File: src/rtl/cond_move_unit.sv
// EX-stage conditional-move unit: MOVZ/MOVN/MOVE decision on rt with registered GPR write outputs,
// an optional split zero-detect stage, stall/flush handling and a saturating suppressed-write counter.
module cond_move_unit #(
  parameter int WIDTH  = 32,
  parameter int ADDR_W = 5,
  parameter int PIPE   = 1,
  parameter int CNT_W  = 16
) (
  input  logic              clk,
  input  logic              reset_n,
  input  logic              stall_in,
  input  logic              flush_in,
  input  logic              in_valid,
  input  logic [1:0]        in_mode,
  input  logic [WIDTH-1:0]  in_rt,
  input  logic [WIDTH-1:0]  in_rs,
  input  logic [ADDR_W-1:0] in_addr,
  input  logic              cnt_clr,
  output logic              out_valid,
  output logic              out_we,
  output logic [ADDR_W-1:0] out_addr,
  output logic [WIDTH-1:0]  out_data,
  output logic              out_zero,
  output logic [CNT_W-1:0]  supp_cnt
);

  localparam int         NB     = WIDTH / 8;
  localparam logic [1:0] M_MOVZ = 2'b00;
  localparam logic [1:0] M_MOVN = 2'b01;
  localparam logic [1:0] M_MOVE = 2'b10;

  logic [NB-1:0] byte_nz;

  genvar gi;
  generate
    for (gi = 0; gi < NB; gi++) begin : g_bnz
      assign byte_nz[gi] = |in_rt[gi*8 +: 8];
    end
  endgenerate

  // Operand view presented to the final (decision) stage.
  logic              f_valid;
  logic [1:0]        f_mode;
  logic              f_zero;
  logic [WIDTH-1:0]  f_rs;
  logic [ADDR_W-1:0] f_addr;

  generate
    if (PIPE == 2) begin : g_pipe2
      logic              s1_valid_q, s1_valid_d;
      logic [1:0]        s1_mode_q, s1_mode_d;
      logic [NB-1:0]     s1_nz_q, s1_nz_d;
      logic [WIDTH-1:0]  s1_rs_q, s1_rs_d;
      logic [ADDR_W-1:0] s1_addr_q, s1_addr_d;

      always_comb begin
        s1_valid_d = s1_valid_q;
        s1_mode_d  = s1_mode_q;
        s1_nz_d    = s1_nz_q;
        s1_rs_d    = s1_rs_q;
        s1_addr_d  = s1_addr_q;
        if (flush_in) begin
          s1_valid_d = 1'b0;
        end else if (!stall_in) begin
          s1_valid_d = in_valid;
          s1_mode_d  = in_mode;
          s1_nz_d    = byte_nz;
          s1_rs_d    = in_rs;
          s1_addr_d  = in_addr;
        end
      end

      always_ff @(posedge clk or negedge reset_n) begin
        if (!reset_n) begin
          s1_valid_q <= 1'b0;
          s1_mode_q  <= '0;
          s1_nz_q    <= '0;
          s1_rs_q    <= '0;
          s1_addr_q  <= '0;
        end else begin
          s1_valid_q <= s1_valid_d;
          s1_mode_q  <= s1_mode_d;
          s1_nz_q    <= s1_nz_d;
          s1_rs_q    <= s1_rs_d;
          s1_addr_q  <= s1_addr_d;
        end
      end

      assign f_valid = s1_valid_q;
      assign f_mode  = s1_mode_q;
      assign f_zero  = ~|s1_nz_q;
      assign f_rs    = s1_rs_q;
      assign f_addr  = s1_addr_q;
    end else begin : g_pipe1
      assign f_valid = in_valid;
      assign f_mode  = in_mode;
      assign f_zero  = ~|byte_nz;
      assign f_rs    = in_rs;
      assign f_addr  = in_addr;
    end
  endgenerate

  logic f_cond;

  always_comb begin
    f_cond = 1'b0;
    case (f_mode)
      M_MOVZ:  f_cond = f_zero;
      M_MOVN:  f_cond = ~f_zero;
      M_MOVE:  f_cond = 1'b1;
      default: f_cond = 1'b0;
    endcase
  end

  logic              valid_q, valid_d;
  logic              we_q, we_d;
  logic              zero_q, zero_d;
  logic              supp_q, supp_d;
  logic [ADDR_W-1:0] addr_q, addr_d;
  logic [WIDTH-1:0]  data_q, data_d;
  logic [CNT_W-1:0]  cnt_q, cnt_d;

  // Flag bits are qualified by valid on load so they are never set while the stage is empty.
  always_comb begin
    valid_d = valid_q;
    we_d    = we_q;
    zero_d  = zero_q;
    supp_d  = supp_q;
    addr_d  = addr_q;
    data_d  = data_q;
    if (flush_in) begin
      valid_d = 1'b0;
      we_d    = 1'b0;
      zero_d  = 1'b0;
      supp_d  = 1'b0;
    end else if (!stall_in) begin
      valid_d = f_valid;
      we_d    = f_valid & f_cond & (f_addr != '0);
      zero_d  = f_valid & f_zero;
      supp_d  = f_valid & ((f_mode == M_MOVZ) | (f_mode == M_MOVN)) & ~f_cond;
      addr_d  = f_addr;
      data_d  = f_rs;
    end
  end

  always_comb begin
    cnt_d = cnt_q;
    if (cnt_clr) begin
      cnt_d = '0;
    end else if (supp_q && !stall_in && !flush_in && (cnt_q != {CNT_W{1'b1}})) begin
      cnt_d = cnt_q + {{(CNT_W-1){1'b0}}, 1'b1};
    end
  end

  always_ff @(posedge clk or negedge reset_n) begin
    if (!reset_n) begin
      valid_q <= 1'b0;
      we_q    <= 1'b0;
      zero_q  <= 1'b0;
      supp_q  <= 1'b0;
      addr_q  <= '0;
      data_q  <= '0;
      cnt_q   <= '0;
    end else begin
      valid_q <= valid_d;
      we_q    <= we_d;
      zero_q  <= zero_d;
      supp_q  <= supp_d;
      addr_q  <= addr_d;
      data_q  <= data_d;
      cnt_q   <= cnt_d;
    end
  end

  assign out_valid = valid_q;
  assign out_we    = we_q;
  assign out_zero  = zero_q;
  assign out_addr  = addr_q;
  assign out_data  = data_q;
  assign supp_cnt  = cnt_q;

endmodule
File: config.mk
export PLATFORM = sky130hd
export DESIGN_NAME = cond_move_unit
export DESIGN_NICKNAME = d
export VERILOG_FILES = /design/src/rtl/cond_move_unit.sv
export SDC_FILE = /design/constraint.sdc
export NUM_CORES = 1
export LEC_CHECK = 0
export BUFFER_PORTS_ARGS = -buffer_cell sky130_fd_sc_hd__buf_4
export CORE_ASPECT_RATIO = 1.2
export CORE_MARGIN = 1
export CORE_UTILIZATION = 45
export CTS_BUF_LIST = sky130_fd_sc_hd__clkbuf_16
export CTS_CLUSTER_SIZE = 10
export DETAILED_ROUTE_END_ITERATION = 10
export GPL_TIMING_DRIVEN = 0
export PLACE_DENSITY = 0.87
export SLEW_MARGIN = 20
export SYNTH_ARGS = -nofsm -noshare
export SYNTH_HDL_FRONTEND = slang
export SYNTH_SLANG_ARGS = --single-unit
export TNS_END_PERCENT = 20
File: constraint.sdc
create_clock -name clk -period 1.9 [get_ports clk]
set_input_delay 0.19 -clock clk [delete_from_list [all_inputs] [get_ports clk]]
set_output_delay 0.19 -clock clk [all_outputs]
set_load 0.01 [all_outputs]
Word level (Yosys, flattened, before mapping)
Index checks and enable logic that the tools add are counted.

storage, ports and cells
  bits of input ports = 77
  bits in registers = 57
  output and inout bits = 56

cells by class
  reduce and logical (&&, ||, !) cells = 11
  multiplexer cells = 11
  $add $sub $neg = 1
  bitwise gates (word level) = 9
  equality and inequality tests = 4

operators with widths
  operator                                                                  count
  16-bit two-way mux                                                        2
  32-bit OR reduction                                                       1
  16-bit by 1-bit adder with 16-bit output (second input constant)          1
  16-bit inequality test (second input constant)                            1
  1-bit two-way mux                                                         8
  1-bit bitwise AND                                                         5
  5-bit nonzero test                                                        1
  1-bit logical AND                                                         3
  1-bit zero test                                                           3
  1-bit inverter                                                            3
  1-bit case mux with 3 select lines                                        1
  2-bit by 1-bit == test with 1-bit output (second input constant)          1
  2-bit == test (second input constant)                                     1
  2-bit zero test                                                           1
  2-bit by 1-bit inequality test with 1-bit output (second input constant)  1
  2-bit AND reduction                                                       1
  2-bit nonzero test                                                        1
  1-bit bitwise OR                                                          1

Logic depth before layout (Yosys ltp)
Gate-level depths: netlist of run 1.

  depth after elaboration = 7
  mapped depth = 7

Least setup slack after synthesis of run 1
Ideal clock, no wire load.

  path type = reg-to-reg
  start point = register cnt_q[0], in the netlist supp_cnt[0]
  end point = register cnt_q[4], in the netlist supp_cnt[4]
  required time = 1822 ps
  arrival time = 1603 ps
  library setup time = 78 ps
  period minus slack after synthesis = 1681 ps
  path buffers = 1
  setup slack = 219 ps
  cell stages (with the launch flop) = 7
  path through = dfrtp_1 > ha_1 > nand3_1 > nor4_2 > buf_4 > or4_1 > a21oi_1

between the ends
  cells in the longest elaborated chain, start to end = 3
  elaborated cells between the ends (all ways) = 6
  classes of those cells = add/sub (1); eq/ne (1); mux (2); reduce/logical (2)

RTL lines
  item                                                                                       RTL line  source
  from (decl)                                                                                121       logic [CNT_W-1:0] cnt_q, cnt_d;
  from (signal assigned)                                                                     171       cnt_q <= cnt_d;
  16-bit by 1-bit adder with 16-bit output / 16-bit inequality test (equally long branches)  151, 150
  16-bit two-way mux / 1-bit logical AND (equally long branches)                             150       end else if (supp_q && !stall_in && !flush_in && (cnt_q != {CNT_W{1'b1}})) begin
  16-bit two-way mux / 2-bit nonzero test (equally long branches)                            n/a

Several ways; a longest one is shown, not always the timed one. The select of a mux whose other input is x is not followed.
A chain may end at the register's enable or synchronous reset.

Worst setup path after layout of run 1
  start point = register cnt_q[13], in the netlist supp_cnt[13]
  end point = register cnt_q[13], in the netlist supp_cnt[13]

The elaborated chain is that of the path after synthesis.

==> run_results.csv, run 1 <==
group,metric,value,unit
finish,drive_gt1_frac,0.543,
power_and_ir_drop,p_per_area,881,nW/µm²
clock_tree,clk_latency,0.32,ns
sta,timing.final.crit_share,0.936,
yosys,yosysUniqueCellTypes,41,
placed_design,hpwl,5080,µm
outcome,violations,"DRC",
power_and_ir_drop,switching_share,0.234,
yosys,yosysMostFrequentCell,"dfrtp_1",
finish,design_area,3970,µm²
global_routing,antenna_found_initial,0,
floorplanning,core_area,5410,µm²
outcome,outcome,"finished with violations",
finish,fin_util,0.735,
routing,via_count,2365,
yosys,async_flop_share,1.00,
yosys,synth_edf_count,0,
power_and_ir_drop,peakVddDrop,0.783,mV
yosys,ys_seq_area_frac,0.551,
floorplanning,start_util,0.479,
yosys,synth_top_cell_area_share,0.551,
hold_path,worst_hold_path_type,"input port to flip-flop",
yosys,ys_top_cells_by_area,"dfrtp_1 (55%), mux2_2 (17%), a21oi_1 (2.7%)",
global_routing,grt_pass1_wl,11300,µm
power_and_ir_drop,clockPowerShare,0.438,
setup_path,crit_type,"flip-flop to flip-flop",
yosys,synth_simple_gate_area_frac,0.154,
routing,vias_per_cell,5.62,
sta,finalCriticalPeriod,1.78,ns
clock_tree,cts.htree.levels,3,
finish,n_antenna_cell,0,
sta,finClkSkew,0.00538,ns
sta,hold_viol,0,
clock_tree,cts_buffer_depth,2,
floorplanning,io_pins,133,
yosys,synth_fp_nets,287,
placed_design,gp_congestion,0.826,
power_and_ir_drop,pwr-share-comb,0.162,
yosys,synth_top_family_by_area,"multiplexers",
yosys,ys_ff_latch,57,
flow_run,maxCapViolCount,0,
global_routing,overflow,0,
routing,antenna_left,0,
routing,drc,5,
sta,worstMarginPinSlew,0.716,ns
routing,routedWlPerCell,16.0,µm
sta,setup-tns-final,0,ns
routing,wl,6760,µm
yosys,muxShareOfSynthArea,0.169,
clock_tree,cts_buffers,9,
setup_path,cp-end-kind,"flip-flop",
clock_tree,clkTransAtPathRegs,0.05,ns
power_and_ir_drop,p_leak,1.84,nW
yosys,ys.warnings.count,0,
global_routing,grt_max_degree,58,
clock_tree,clockRootBuffer,"clkbuf_16",
placed_design,dp.cells,402,
power_and_ir_drop,seqPwrFrac,0.400,
setup_path,start_kind,"flip-flop",
finish,fill_cells,360,
routing,first_pass_iters,7,
sta,slew_violations,0,
yosys,synth_xor_area_frac,0,
placed_design,place_area,3650,µm²
yosys,yosys.area.top_type,"dfrtp_1",
yosys,synth_fa_ha_area_frac,0.00483,
sta,grt_setup_unrepaired,"no",
floorplanning,die_area,6060,µm²
yosys,synthTopCellsByCount,"dfrtp_1 (57), mux2_2 (38), a21oi_1 (14)",
placed_design,io_buffer_count,131,
setup_path,crit_arrival,2.02,ns
yosys,syn_area,2590,µm²
yosys,syn_inst,209,
clock_tree,clock-sinks,57,
yosys,postSynthAreaPerCell,12.4,µm²
routing,drtIter0Drc,183,
sta,setup_viol,0,
sta,fmax,0.562,GHz
yosys,synth_compound_area_frac,0.0971,
floorplanning,rows,29,
setup_path,cp.required,2.14,ns
sta,relSlewSlack,0.523,
power_and_ir_drop,total_power,3.50,mW
finish,stdcell_count,421,
global_routing,grt_usage,0.241,
global_routing,grt_pass1_vias,2464,
clock_tree,cts_tree,"yes",
yosys,synthFlopType,"dfrtp_1",
floorplanning,die_x,71.2,µm
floorplanning,chipHeight,85.1,µm
power_and_ir_drop,p_switching,821,µW
finish,area_delta_synth_final,53.5,%
finish,final_nets,432,
setup_path,path_max_fanout,10,
power_and_ir_drop,internal_power,2.68,mW
## cells in the final DEF, fill, tap and decap left out, types with 4 or more instances in the layout
master	netlist	routed
nand3_1	6	6
nand2_1	8	8
clkbuf_16	0	9
o21ai_0	6	6
nor2_1	5	5
buf_4	1	134
nand4_1	6	6
or4_1	9	9
o31ai_1	9	9
clkbuf_1	4	4
mux2_2	38	38
or3_1	4	4
dfrtp_1	57	57
inv_1	4	5
a21oi_1	14	14
nor4_1	9	9
## worst paths after layout
kind	start	endpoint	slack (ns)	cells after the start
hold reg to reg	out_zero$_DFFE_PN0P_	out_zero$_DFFE_PN0P_	0.47	2
hold / removal	flush_in	out_valid$_DFFE_PN0P_	0.08	2
setup / recovery	supp_cnt[13]$_DFFE_PN0P_	supp_cnt[13]$_DFFE_PN0P_	0.12	6
min in group asynchronous	reset_n	out_data[13]$_DFFE_PN0P_	0.47	2
setup reg to reg	supp_cnt[13]$_DFFE_PN0P_	supp_cnt[13]$_DFFE_PN0P_	0.12	6
max in group asynchronous	reset_n	supp_cnt[15]$_DFFE_PN0P_	0.96	2
## sequential cells by signal (all words and copies together) (netlist names)
signal and flops:
supp_q 1, supp_cnt 16, out_we 1, out_zero 1, out_addr 5, out_valid 1, out_data 32
## final cells by class
| class | count | area, µm² | share of cell area |
|---|---|---|---|
| multi-input cells | 139 | 1110 | 0.280 |
| plain buffers | 9 | 47.5 | 0.0120 |
| clock buffers | 9 | 225 | 0.0567 |
| well taps | 62 | 77.6 | 0.0195 |
| flip-flops and latches | 57 | 1430 | 0.359 |
| clock inverters | 7 | 62.6 | 0.0157 |
| inverters | 4 | 15.0 | 0.00378 |
| repair buffers | 134 | 1010 | 0.254 |
## kinds of logic after synthesis
family | Yosys count
adders and majority gates | 1
AOI/OAI and AO/OA | 39
muxes | 39
buffers and inverters | 13
DFF | 57
and+or+nand+nor | 60
## metrics by stage
stage | hold slack [ns] | worst slack (ns)
detailed placement | 0.292 | 0.0773
floorplan | -0.106 | 0.219
global route | 0.0913 | 0.000188
CTS | 0.0773 | 0.0519
global placement | 0.289 | 0.109
finish | 0.0797 | 0.121
## power groups by stage
stage	combinational, mW	clock [mW]	sequential (mW)
global placement	0.558	0	1.41
floorplan	0.146	0	1.47
global route	0.611	1.61	1.41
detailed placement	0.574	0	1.42
CTS	0.577	1.55	1.40
finish	0.568	1.53	1.40
## critical path: stages, from the launching register on
cell	delay (ns)
dfrtp_1	0.44
nand4_1	0.25
nor4_4	0.38
buf_4	0.23
buf_6	0.16
o31ai_1	0.08
a21oi_1	0.15
## routing by layer
metal  share of wire  wire length, µm  vias to the layer above  global-route usage
met1            0.37             2490                     1140               0.258
li1                -                -                     1101                   -
met2            0.52             3530                      112               0.428
met4           0.019              128                        0               0.113
met3           0.090              608                       12              0.0748
met5               0                0                        -                   0
## what timing repair did
item                                    4_1_cts  5_1_grt
endpoints found under the hold margin        57        0
endpoints found under the setup margin        0       10
gates resized for setup                       0        2
hold buffers                                  1        0
buffers inserted                              0        2
Note: power is estimated with default switching activity, not from simulation.
==> run 2, diff against run 1 <==
--- a/config.mk
+++ b/config.mk
@@ -13,5 +13,5 @@
 export CTS_CLUSTER_SIZE = 10
 export DETAILED_ROUTE_END_ITERATION = 10
-export GPL_TIMING_DRIVEN = 0
+export GPL_TIMING_DRIVEN = 1
 export PLACE_DENSITY = 0.87
 export SLEW_MARGIN = 20
==> constraint.sdc (replaced) <==
create_clock -name clk -period 1.9 [get_ports clk]
set_input_delay 0.19 -clock clk [delete_from_list [all_inputs] [get_ports clk]]
set_output_delay 0.19 -clock clk [all_outputs]
set_load 0.1 [all_outputs]
==> run_results.csv, run 2 (synthesis gave the netlist of run 1 again) <==
group,metric,value,unit
outcome,outcome,"finished with violations",
outcome,violations,"DRC",
global_routing,overflow,0,
global_routing,grt_max_degree,58,
power_and_ir_drop,pwr-share-comb,0.329,
floorplanning,chipHeight,85.1,µm
routing,wl,6900,µm
routing,drtIter0Drc,155,
clock_tree,clk_latency,0.32,ns
hold_path,worst_hold_path_type,"input port to flip-flop",
clock_tree,clockRootBuffer,"clkbuf_16",
power_and_ir_drop,p_per_area,1080,nW/µm²
sta,finalCriticalPeriod,1.83,ns
placed_design,place_area,3680,µm²
sta,hold_ws,0.0953,ns
finish,mostFrequentLayoutCells,"buf_4 (135), dfrtp_1 (41), mux2_2 (38)",
routing,vias_per_cell,5.66,
floorplanning,core_area,5410,µm²
sta,slew_violations,0,
power_and_ir_drop,internal_power,2.68,mW
power_and_ir_drop,peakVddDrop,0.963,mV
setup_path,cp-end-kind,"flip-flop",
floorplanning,start_util,0.479,
clock_tree,cts.htree.levels,3,
sta,setup-tns-final,0,ns
global_routing,grt_pass1_wl,11300,µm
sta,relSlewSlack,0.522,
global_routing,antenna_found_initial,0,
placed_design,gp_congestion,0.856,
finish,drive_gt1_frac,0.598,
floorplanning,die_area,6060,µm²
routing,antenna_left,0,
placed_design,hpwl,4930,µm
finish,n_antenna_cell,0,
finish,layout_commonest_cell,"buf_4",
clock_tree,clock-sinks,57,
sta,worstMarginPinSlew,0.717,ns
placed_design,io_buffer_count,132,
finish,design_area,3990,µm²
setup_path,cp.required,2.13,ns
global_routing,grt_pass1_vias,2456,
finish,area_delta_synth_final,53.9,%
clock_tree,cts_buffers,9,
setup_path,crit_type,"flip-flop to flip-flop",
setup_path,start_kind,"flip-flop",
finish,largest_register_ff_count,32,
sta,timing.final.crit_share,0.965,
routing,via_count,2348,
setup_path,crit_arrival,2.06,ns
floorplanning,die_x,71.2,µm
flow_run,maxCapViolCount,0,
sta,setup_viol,0,
power_and_ir_drop,total_power,4.31,mW
floorplanning,rows,29,
sta,fmax,0.546,GHz
power_and_ir_drop,p_leak,1.79,nW
routing,first_pass_iters,7,
setup_path,path_max_fanout,11,
routing,routedWlPerCell,16.6,µm
clock_tree,post-cts-setup-buffers,0,
clock_tree,cts_tree,"yes",
power_and_ir_drop,switching_share,0.379,
routing,drc,4,
sta,hold_viol,0,
global_routing,grt_usage,0.242,
power_and_ir_drop,seqPwrFrac,0.325,
power_and_ir_drop,clockPowerShare,0.346,
floorplanning,io_pins,133,
finish,final_nets,426,
clock_tree,cts_buffer_depth,2,
clock_tree,clkTransAtPathRegs,0.05,ns
power_and_ir_drop,p_switching,1.63,mW
sta,finClkSkew,0.00620,ns
run 2: changes by cell type in the layout (fill, tap and decap cells not counted), moves of 2 or more:
cell,delta
a21oi_1,-2
dfrtp_1,-16
clkbuf_1,-4
clkinvlp_4,-2
a21oi_2,+2
dfrtp_4,+8
dfrtp_2,+8
run 2: final timing paths:
| check | start | endpoint | slack [ns] | depth (start not counted) |
|---|---|---|---|---|
| min in group asynchronous | reset_n | out_valid$_DFFE_PN0P_ | 0.48 | 2 |
| max in group asynchronous | reset_n | supp_cnt[13]$_DFFE_PN0P_ | 0.87 | 2 |
| worst max register to register | supp_cnt[0]$_DFFE_PN0P_ | supp_cnt[3]$_DFFE_PN0P_ | 0.07 | 6 |
| worst max-delay path | supp_cnt[0]$_DFFE_PN0P_ | supp_cnt[3]$_DFFE_PN0P_ | 0.07 | 6 |
| worst min register to register | out_data[16]$_DFFE_PN0P_ | out_data[16]$_DFFE_PN0P_ | 0.50 | 1 |
| worst min-delay path | flush_in | out_valid$_DFFE_PN0P_ | 0.1 | 2 |
run 2: area by class of cell:
class | instances | area [µm²]
well taps | 62 | 77.6
flip-flops and latches | 57 | 1470
clock inverters | 7 | 55.1
fillers | 389 | 1420
repair buffers | 137 | 1030
multi-input cells | 139 | 1120
inverters | 4 | 15.0
clock buffers | 9 | 225
run 2: per-stage QoR:
stage	utilization	setup slack (ns)	instances
detailed placement	0.681	0.0727	397
global route	0.737	-0.00552	415
global placement	0.681	0.181	397
floorplan	-	-0.000904	209
CTS	0.735	0.0465	414
finish	0.737	0.0672	415
run 2: what timing repair did:
action	4_1_cts	5_1_grt
endpoints found under the setup margin	0	4
resized for setup	0	4
endpoints found under the hold margin	57	0
hold buffers	1	0
run 2: power by group through the flow:
stage | logic [mW] | registers, mW | clock network [mW]
5_1_grt | 1.46 | 1.41 | 1.57
4_1_cts | 1.43 | 1.40 | 1.51
6_report | 1.42 | 1.40 | 1.49
2_1_floorplan | 0.148 | 2.29 | 0
3_3_place_gp | 1.41 | 1.41 | 0
3_5_place_dp | 1.42 | 1.42 | 0
run 2: worst max-delay path, stage by stage (launching register included):
cell	delay (ns)
dfrtp_4	0.49
ha_2	0.24
nand3_1	0.12
nor4_2	0.07
buf_4	0.17
or4_1	0.47
a21oi_1	0.18
run 2: layer usage:
metal | GRT usage | part of all wire
met1 | 0.272 | 0.38
met2 | 0.426 | 0.53
met3 | 0.0558 | 0.066
met4 | 0.120 | 0.024
met5 | 0 | 0
